## src/rtl/viterbi_decode.sv

```systemverilog
`default_nettype none
// ============================================================================
//  Module   : viterbi_decode
//  Purpose  : Hard-decision Viterbi decoder for the rate-1/2, K=3 (7,5 octal)
//             convolutional code. Re-pairs a serial bit stream into code
//             symbols, runs 4-state add-compare-select with register-exchange
//             survivors, and emits one decoded bit per symbol after a fixed
//             decision delay of TB_DEPTH-1 symbols.
//  Ports    : clk20M_sig       - system clock, rising edge
//             reset_sig        - asynchronous active-low reset
//             serial_in_sig    - encoded bit (G1 first, then G2)
//             serial_valid_sig - qualifies serial_in_sig
//             sync_sig         - with valid, marks the first bit of a pair
//             decode_sig       - decoded information bit
//             decode_valid_sig - one-cycle strobe qualifying decode_sig
//             err_cnt_sig      - accumulated best-path branch cost
//                                (present only with VITERBI_ERRCNT_EN)
//  Options  : define VITERBI_ERRCNT_EN to add the error counter port/logic.
//  Revision : 1.0 - initial release
// ============================================================================
module viterbi_decode #(
    parameter int TB_DEPTH = 16,
    parameter int METRIC_W = 6
) (
    input  logic        clk20M_sig,
    input  logic        reset_sig,
    input  logic        serial_in_sig,
    input  logic        serial_valid_sig,
    input  logic        sync_sig,
    output logic        decode_sig,
    output logic        decode_valid_sig
`ifdef VITERBI_ERRCNT_EN
    ,
    output logic [15:0] err_cnt_sig
`endif
);

    localparam int                  c_CAND_W     = METRIC_W + 1;
    localparam int                  c_FILL_W     = $clog2(TB_DEPTH + 1);
    localparam logic [METRIC_W-1:0] c_METRIC_MAX = {METRIC_W{1'b1}};
    localparam logic [c_FILL_W-1:0] c_FILL_FULL  = c_FILL_W'(TB_DEPTH);

    logic                r_phase;
    logic                r_held;
    logic [METRIC_W-1:0] r_metric [4];
    logic [TB_DEPTH-1:0] r_surv   [4];
    logic [c_FILL_W-1:0] r_fill;
    logic                r_emit_d;
    logic                r_decode;
    logic                r_decode_valid;

    logic                w_fire;
    logic [1:0]          w_sym;
    logic [c_CAND_W-1:0] w_cand     [4];
    logic [c_CAND_W-1:0] w_min;
    logic [METRIC_W-1:0] w_norm     [4];
    logic [TB_DEPTH-1:0] w_new_surv [4];
    logic [c_FILL_W-1:0] w_fill_next;
    logic [1:0]          w_best_idx;
    logic [METRIC_W-1:0] w_best_val;

    // ------------------------------------------------------------------
    // Pair assembler: a sync-marked bit always restarts a pair, replacing
    // whatever first bit was being held.
    // ------------------------------------------------------------------
    assign w_fire = serial_valid_sig & ~sync_sig & r_phase;
    assign w_sym  = {r_held, serial_in_sig};

    always_ff @(posedge clk20M_sig or negedge reset_sig) begin
        if (!reset_sig) begin
            r_phase <= 1'b0;
            r_held  <= 1'b0;
        end else if (serial_valid_sig) begin
            if (sync_sig || !r_phase) begin
                r_held  <= serial_in_sig;
                r_phase <= 1'b1;
            end else begin
                r_phase <= 1'b0;
            end
        end
    end

    // ------------------------------------------------------------------
    // ACS per next state {u,a}: predecessors are {a,0} and {a,1}. The
    // expected code pair from {a,1} is the bitwise inverse of that from
    // {a,0}, since b feeds both generators.
    // ------------------------------------------------------------------
    always_comb begin
        w_min = w_cand[0];
        for (int i = 1; i < 4; i++) begin
            if (w_cand[i] < w_min) begin
                w_min = w_cand[i];
            end
        end
    end

    for (genvar gi = 0; gi < 4; gi++) begin : g_acs
        localparam logic       c_U    = ((gi >> 1) & 1) != 0;
        localparam logic       c_A    = (gi & 1) != 0;
        localparam int         c_P0   = 2 * (gi & 1);
        localparam int         c_P1   = c_P0 + 1;
        localparam logic [1:0] c_EXP0 = {c_U ^ c_A, c_U};
        localparam logic [1:0] c_EXP1 = c_EXP0 ^ 2'b11;

        logic [1:0]          w_d0;
        logic [1:0]          w_d1;
        logic [c_CAND_W-1:0] w_c0;
        logic [c_CAND_W-1:0] w_c1;
        logic [c_CAND_W-1:0] w_diff;
        logic                w_sel;

        assign w_d0  = w_sym ^ c_EXP0;
        assign w_d1  = w_sym ^ c_EXP1;
        assign w_c0  = {1'b0, r_metric[c_P0]} + c_CAND_W'(w_d0[1]) + c_CAND_W'(w_d0[0]);
        assign w_c1  = {1'b0, r_metric[c_P1]} + c_CAND_W'(w_d1[1]) + c_CAND_W'(w_d1[0]);
        // Strict compare: a tie keeps the b=0 predecessor.
        assign w_sel = (w_c1 < w_c0);

        assign w_cand[gi]     = w_sel ? w_c1 : w_c0;
        assign w_new_surv[gi] = {(w_sel ? r_surv[c_P1][TB_DEPTH-2:0]
                                        : r_surv[c_P0][TB_DEPTH-2:0]), c_U};

        assign w_diff         = w_cand[gi] - w_min;
        assign w_norm[gi]     = (w_diff > {1'b0, c_METRIC_MAX}) ? c_METRIC_MAX
                                                                : w_diff[METRIC_W-1:0];
    end

    assign w_fill_next = (r_fill == c_FILL_FULL) ? r_fill : r_fill + 1'b1;

    always_ff @(posedge clk20M_sig or negedge reset_sig) begin
        if (!reset_sig) begin
            for (int i = 0; i < 4; i++) begin
                r_metric[i] <= (i == 0) ? '0 : c_METRIC_MAX;
                r_surv[i]   <= '0;
            end
            r_fill   <= '0;
            r_emit_d <= 1'b0;
        end else begin
            r_emit_d <= w_fire && (w_fill_next == c_FILL_FULL);
            if (w_fire) begin
                for (int i = 0; i < 4; i++) begin
                    r_metric[i] <= w_norm[i];
                    r_surv[i]   <= w_new_surv[i];
                end
                r_fill <= w_fill_next;
            end
        end
    end

    // ------------------------------------------------------------------
    // Decision stage, one cycle after the ACS update: pick the lowest-index
    // state holding the smallest stored metric and emit its oldest bit. No
    // symbol can fire on this cycle, so the stored survivors are stable.
    // ------------------------------------------------------------------
    always_comb begin
        w_best_idx = 2'd0;
        w_best_val = r_metric[0];
        for (int i = 1; i < 4; i++) begin
            if (r_metric[i] < w_best_val) begin
                w_best_val = r_metric[i];
                w_best_idx = 2'(i);
            end
        end
    end

    always_ff @(posedge clk20M_sig or negedge reset_sig) begin
        if (!reset_sig) begin
            r_decode       <= 1'b0;
            r_decode_valid <= 1'b0;
        end else begin
            r_decode_valid <= r_emit_d;
            if (r_emit_d) begin
                r_decode <= r_surv[w_best_idx][TB_DEPTH-1];
            end
        end
    end

    assign decode_sig       = r_decode;
    assign decode_valid_sig = r_decode_valid;

`ifdef VITERBI_ERRCNT_EN
    // Stored metrics are normalised (best is 0), so the pre-normalisation
    // minimum is exactly the best path's cost for this symbol.
    logic [15:0] r_err_cnt;
    logic [16:0] w_err_sum;

    assign w_err_sum = {1'b0, r_err_cnt} + 17'(w_min);

    always_ff @(posedge clk20M_sig or negedge reset_sig) begin
        if (!reset_sig) begin
            r_err_cnt <= '0;
        end else if (w_fire) begin
            r_err_cnt <= w_err_sum[16] ? 16'hFFFF : w_err_sum[15:0];
        end
    end

    assign err_cnt_sig = r_err_cnt;
`endif

endmodule
`default_nettype wire

```

## config.mk

```make
export PLATFORM = sky130hd
export DESIGN_NAME = viterbi_decode
export DESIGN_NICKNAME = d
export VERILOG_FILES = /design/src/rtl/viterbi_decode.sv
export SDC_FILE = /design/constraint.sdc
export NUM_CORES = 1
export LEC_CHECK = 0
export ABC_AREA = 1
export CORE_MARGIN = 4
export CORE_UTILIZATION = 56
export CTS_CLUSTER_DIAMETER = 30
export CTS_CLUSTER_SIZE = 40
export DETAILED_ROUTE_END_ITERATION = 6
export PLACE_DENSITY_LB_ADDON = 0.1
export SYNTH_ARGS = -nofsm -noshare
export SYNTH_HDL_FRONTEND = slang
export SYNTH_SLANG_ARGS = --single-unit
```

## constraint.sdc

```tcl
create_clock -name clk20M_sig -period 10.2 [get_ports clk20M_sig]
set_clock_uncertainty 0.2 [all_clocks]
set_input_delay 1.53 -clock clk20M_sig [delete_from_list [all_inputs] [get_ports clk20M_sig]]
set_output_delay 1.53 -clock clk20M_sig [all_outputs]
set_load 0.1 [all_outputs]
```

After elaboration in Yosys (flattened, before gate mapping)
Cells that the tools add are included.
{ "op_classes": {"n_addsub": 21, "n_lt_le_gt_ge": 15, "eq_ne": 2, "mux": 25, "bitwise": 7, "reduce_logical": 4} }
{ "op_table": {"columns": ["operator", "count"], "rows": [
  ["15-bit two-way mux", 4],
  ["6-bit by 1-bit adder with 7-bit output", 8],
  ["7-bit by 1-bit adder with 7-bit output", 8],
  ["7-bit less-than comparator", 7],
  ["7-bit two-way mux", 7],
  ["6-bit two-way mux", 6],
  ["16-bit binary-select mux with 2-bit select", 1],
  ["16-bit two-way mux", 2],
  ["7-bit by 6-bit > comparator with 1-bit output (second input constant)", 4],
  ["7-bit subtractor", 4],
  ["6-bit less-than comparator", 3],
  ["5-bit equality test (second input constant)", 2],
  ["5-bit by 1-bit adder with 5-bit output (second input constant)", 1],
  ["5-bit two-way mux", 1],
  ["2-bit two-way mux", 2],
  ["3-bit greater-or-equal comparator (second input constant)", 1],
  ["1-bit inverter", 3],
  ["2-bit inverter with 3-bit output", 1],
  ["1-bit AND", 2],
  ["1-bit two-way mux", 2],
  ["2-bit inverter", 1],
  ["2-bit AND reduction", 1],
  ["1-bit logical AND", 1],
  ["1-bit zero test", 1],
  ["1-bit logical OR", 1]
]} }
{ "word_totals": {"reg_bits": 96, "in_bits": 5, "elab_cells": 88} }

Longest topological paths before layout
{ "logic_depth": {"depth_word": 14, "mapped_depth": 57, "mapped_depth_nobuf": 55} }

Worst setup path after synthesis
OpenSTA, ideal clock, no wires.
{ "synth_path": {"path_type": "in2reg", "from": "in serial_in_sig", "to": "reg r_metric[2] (netlist bit)", "arrival_time_ns": 8.213, "setup_slack_ns": 1.711, "cell_stages": 46, "path_buffers": 3, "path_cell_list": "fa_1 ha_1 xnor2_1 ha_1 a21oi_1 nand2_1 nand2_1 nand3_1 nand2_2 nand2_2 buf_6 clkbuf_1 o21ai_0 ha_1 nand2_1 nand2_2 nor2_8 nand2_2 [10 not listed] nand2_1 inv_1 nand2_1 nor2_2 nand2_4 nand2_4 inv_4 o21ai_0 ha_1 inv_1 ha_1 o21bai_1 nand3_1 nand4_1 nand2_2 nand3_1 o21ai_1 inv_1"} }
{ "synth_between": {"elab_chain_len": 13} }
{ "synth_rtl": {"columns": ["item", "line", "rtl"], "rows": [
  ["from (decl)", "27", "input logic serial_in_sig,"],
  ["1-bit inverter (no line) / 2-bit inverter (equally long branches)", null, null],
  ["7-bit by 1-bit adder with 7-bit output", "115", "assign w_c1 = {1'b0, r_metric[c_P1]} + c_CAND_W'(w_d1[1]) + c_CAND_W'(w_d1[0]);"],
  ["7-bit less-than comparator", "117", "assign w_sel = (w_c1 < w_c0);"],
  ["7-bit two-way mux", "119", "assign w_cand[gi] = w_sel ? w_c1 : w_c0;"],
  ["7-bit less-than comparator", "91", "if (w_cand[i] < w_min) begin"],
  ["7-bit two-way mux", "91", null],
  ["7-bit less-than comparator", "91", null],
  ["7-bit two-way mux", "91", null],
  ["7-bit less-than comparator", "91", null],
  ["7-bit two-way mux", "91", null],
  ["7-bit subtractor (*)", "123", "assign w_diff = w_cand[gi] - w_min;"],
  ["7-bit by 6-bit > comparator with 1-bit output", "124", "assign w_norm[gi] = (w_diff > {1'b0, c_METRIC_MAX}) ? c_METRIC_MAX"],
  ["6-bit two-way mux (*)", "124", null],
  ["to (signal, indexed assignment)", "133", "r_metric[i] <= (i == 0) ? '0 : c_METRIC_MAX;"],
  ["to (signal, indexed assignment)", "142", "r_metric[i] <= w_norm[i];"],
  ["to (decl)", "45", "logic [METRIC_W-1:0] r_metric [4];"]
]} }
Mark *: on every way between the ends. The rest lies on a longest branch, timed or not.
A chain may end at the register's enable or synchronous reset.

Worst setup path in the final report
Same ends and word-level chain as after synthesis.

==> impl_summary.txt <==
----------------------------------------------------
[Worst setup path]
  Critical path's top delay family ... simple AND/OR/NAND/NOR gates
  Biggest cell delay along the critical path ... 0.43 ns
  Kind of end point of the critical path ... flip-flop
  Setup CP Type ... input pin to flip-flop
  Data arrival at the endpoint of the critical path ... slightly above 9 ns
  Max FO, Critical Path ... 24
  Slowest cell on the critical path ... fa_1
  Combined buffer and inverter count along the critical path ... 11
  Startpoint type of the worst setup path ... input pin
  Dominant cell type by count on the critical path ... nand2_1
  Required time of the critical path ... 10.28 ns

[CTS]
  Worst-Skew Late Latency ... between 0.3 and 0.4 ns
  Hold Buf Count CTS ... 0
  CTS Root Buffer Type ... clkbuf_16
  Clock transition at path regs ... around 0.070 ns
  Maximum root-to-sink buffer count ... 2
  TritonCTS buffer count ... 9
  Clock tree from TritonCTS ... done
  TritonCTS sink count ... 93
  # H-tree levels ... 3

[Layout]
  Layout net count ... approximately 1300
  Ant diodes ... 0
  Area added between synthesis and finish ... 6.287%
  Fraction of final layout cells sized beyond drive strength 1 ... under 10%
  Area taken by multi-input logic gates ... 5449 µm²
  Area occupied by registers ... 2350 µm²
  Fillers ... approximately 1400

[Timing]
  Number of hold violations in the final report ... 0
  Final worst hold slack ... ~0.21 ns
  Worst-margin pin slew ... about 0.96 ns
  Relative slew slack ... between 30% and 40%
  Fin Setup TNS ... 0 ns
  F_max ... around 0.11 GHz
  Period Utilization, post-route ... around nine tenths
  Worst setup margin ... between 1 and 1.5 ns
  Final setup fails ... 0
  Max-slew violation count ... 0
  Setup repair after global routing missed its margin ... no
  Final period demand of the worst path ... 9.188 ns

[GRT]
  M1 GR Usage ... between 30% and 40%
  Layer with the highest usage ... met2
  GRT met2 Usage ... about 46%
  Maximum number of pins on one net before global-route repair ... 80
  Initial antenna violation count ... 0
  Total global-route track usage ... approximately 28%
  Wire length of the first global-routing pass ... 39.25 mm
  Vias in the first global route ... around 7600
  GRT Residual Overflow ... 0
  Global-route met3 utilization ... approximately 2.3%

[Route]
  Ratio of routed vias to standard cells ... about 5.6
  First-iteration detailed-routing DRC count ... 634
  Remaining DRCs ... 0
  Average wire length per cell after detail routing ... 16.59 µm
  Remaining antenna violation count after routing ... 0
  First-pass detailed-route iteration total ... 5
  Routed via count ... a little over 8000
  Final wirelength ... around 24 mm

[Logic synthesis]
  Synthesized instance count ... about 1300
  Number of synthesized register bits ... slightly above 90
  Netlist Area Pre-Place ... approximately 8600 µm²
  Count of flip-flops with a built-in enable after synthesis ... 0
  Most common flop cell mapped by yosys ... dfrtp_1
  YS warnings ... 0
  Nets in the synthesized netlist ... approximately 1300
  Proportion of synthesized chip area in sequential cells ... between 20% and 30%
  Async set or reset register ratio after synthesis ... between 90% and 100%
  Cell variety after synth ... 47
  Per-instance average area after synthesis ... between 6 and 7 µm²

[Placement]
  Post-place setup slack ... approximately 0.2 ns
  Quantity of I/O buffers inserted on ports ... 6
  Placer's final routability congestion estimate ... 0.9934
  Half-perimeter wire length after detailed placement ... ~19 mm

[Hold path]
  Hold crit path type ... flip-flop to flip-flop

[Floorplanning]
  Core area ... 15150 µm²
  Effective utilization at floorplan ... between 50% and 60%
  Number of placed I/O pins ... 7
  Die X ... approximately 130 µm
  Die height ... 132.0 µm
  Num rows ... 45
  DIE AREA ... 17440 µm²

[Run status]
  Run status ... finished clean

[Flow run]
  Max-cap violations ... 0

----------------------------------------------------
[path summary, 6_finish.rpt]
kind | cells past startpoint | to | from | slack, ns
worst max register to register | 53 | r_metric[2]$_DFFE_PN1P_ | r_held$_DFFE_PN0P_ | 1.80
worst min-delay path | 0 | decode_valid_sig$_DFF_PN0_ | r_emit_d$_DFF_PN0_ | 0.21
min in group asynchronous | 1 | decode_valid_sig$_DFF_PN0_ | reset_sig | 0.94
max in group asynchronous | 2 | r_surv[21]$_DFFE_PN0P_ | reset_sig | 7.72
worst min register to register | 0 | decode_valid_sig$_DFF_PN0_ | r_emit_d$_DFF_PN0_ | 0.21
worst max-delay path | 54 | r_metric[2]$_DFFE_PN1P_ | serial_in_sig | 1.01
[worst register-to-register path: cells and delay by family (launching register included)]
kind,cells,cell delay [ns]
and+or+nand+nor,26,2.63
adders and majority gates,8,2.08
AOI/OAI and AO/OA,8,1.39
buffers and inverters,10,1.12
DFF,1,0.64
xor gates and xnor gates,1,0.25
[cells by family (layout without fill, tap and decap cells)]
| logic type | count (synthesis) | in the layout | synth area share [%] |
|---|---|---|---|
| AOI/OAI and AO/OA | 237 | 237 | 15.00 |
| xor gates and xnor gates | 44 | 44 | 4.472 |
| adders and majority gates | 73 | 73 | 11.47 |
| buffers and inverters | 201 | 200 | 9.554 |
| DFF | 93 | 93 | 27.27 |
| and+or+nand+nor | 620 | 620 | 32.23 |
[through the flow]
stage	util, %	cell area, µm²	cells
floorplan	-	8617	1268
global placement	58.35	8837	1439
detailed placement	58.35	8837	1439
CTS	60.45	9156	1455
global route	60.47	9159	1455
finish	60.47	9159	1455
[state kept, by name, indices dropped and copies added, names as in the netlist]
signal / flops
r_emit_d: 1
decode_sig: 1
decode_valid_sig: 1
r_fill: 5
r_surv: 59
r_metric: 24
r_held: 1
r_phase: 1
[cell usage after synthesis, types with 2 or more instances]
cell / number / area, µm²
o211ai_1: 3 / 22.52
dfrtp_1: 75 / 1877
o22ai_1: 3 / 18.77
o21ai_1: 10 / 50.05
xor2_1: 36 / 315.3
buf_6: 3 / 33.78
nor2_2: 9 / 56.30
nand3_2: 9 / 90.09
clkbuf_1: 30 / 112.6
o21bai_1: 8 / 60.06
inv_2: 8 / 30.03
buf_4: 7 / 52.55
a21oi_4: 2 / 32.53
nand3_1: 108 / 540.5
nand3b_1: 6 / 45.04
a21boi_1: 5 / 37.54
nor3_1: 9 / 45.04
nand3_4: 2 / 35.03
nand2_4: 5 / 56.30
nand2_1: 349 / 1310
o21a_1: 5 / 37.54
and2_1: 3 / 18.77
o21ai_0: 152 / 760.7
o221ai_1: 2 / 17.52
nand4_1: 12 / 75.07
inv_1: 148 / 555.5
dfstp_2: 18 / 473.0
ha_1: 63 / 788.3
a21oi_1: 43 / 215.2
nand2_2: 21 / 131.4
fa_1: 10 / 200.2
or2_2: 5 / 31.28
xnor2_1: 8 / 70.07
nor2_1: 78 / 292.8
[cells in the final DEF (no fill, tap or decap), types with 10 or more instances in the layout]
cell	instances
inv_1	147
nand2_1	349
a21oi_1	43
nand3_1	108
xor2_1	36
dfrtp_1	75
nand2_2	21
fa_1	10
o21ai_0	151
buf_4	21
nor2_1	78
ha_1	63
nand4_1	12
dfstp_2	18
o21ai_1	11
[cell type report]
cell class / instances / area share [%]
clock inverters: 7 / 1.025
inverters: 158 / 6.503
repair buffers: 26 / 2.295
flip-flops and latches: 93 / 25.66
clock buffers: 9 / 2.459
well taps: 188 / 2.568
multi-input cells: 974 / 59.49
[layer usage]
layer / routed length (µm) / up-vias
li1: - / 4099
met1: 11060 / 3797
met2: 11440 / 244
met3: 1155 / 30
met4: 479 / 0
met5: 0 / -
[timing repair]
action,in CTS,in global routing
gates resized for setup,0,2
setup buffers,0,0
endpoints found under the setup margin,0,24
endpoints found under the hold margin,0,0
Power is left out: the tool's default activity adds up to more than one toggle a clock period on the data nets, which glitch-free logic cannot reach.
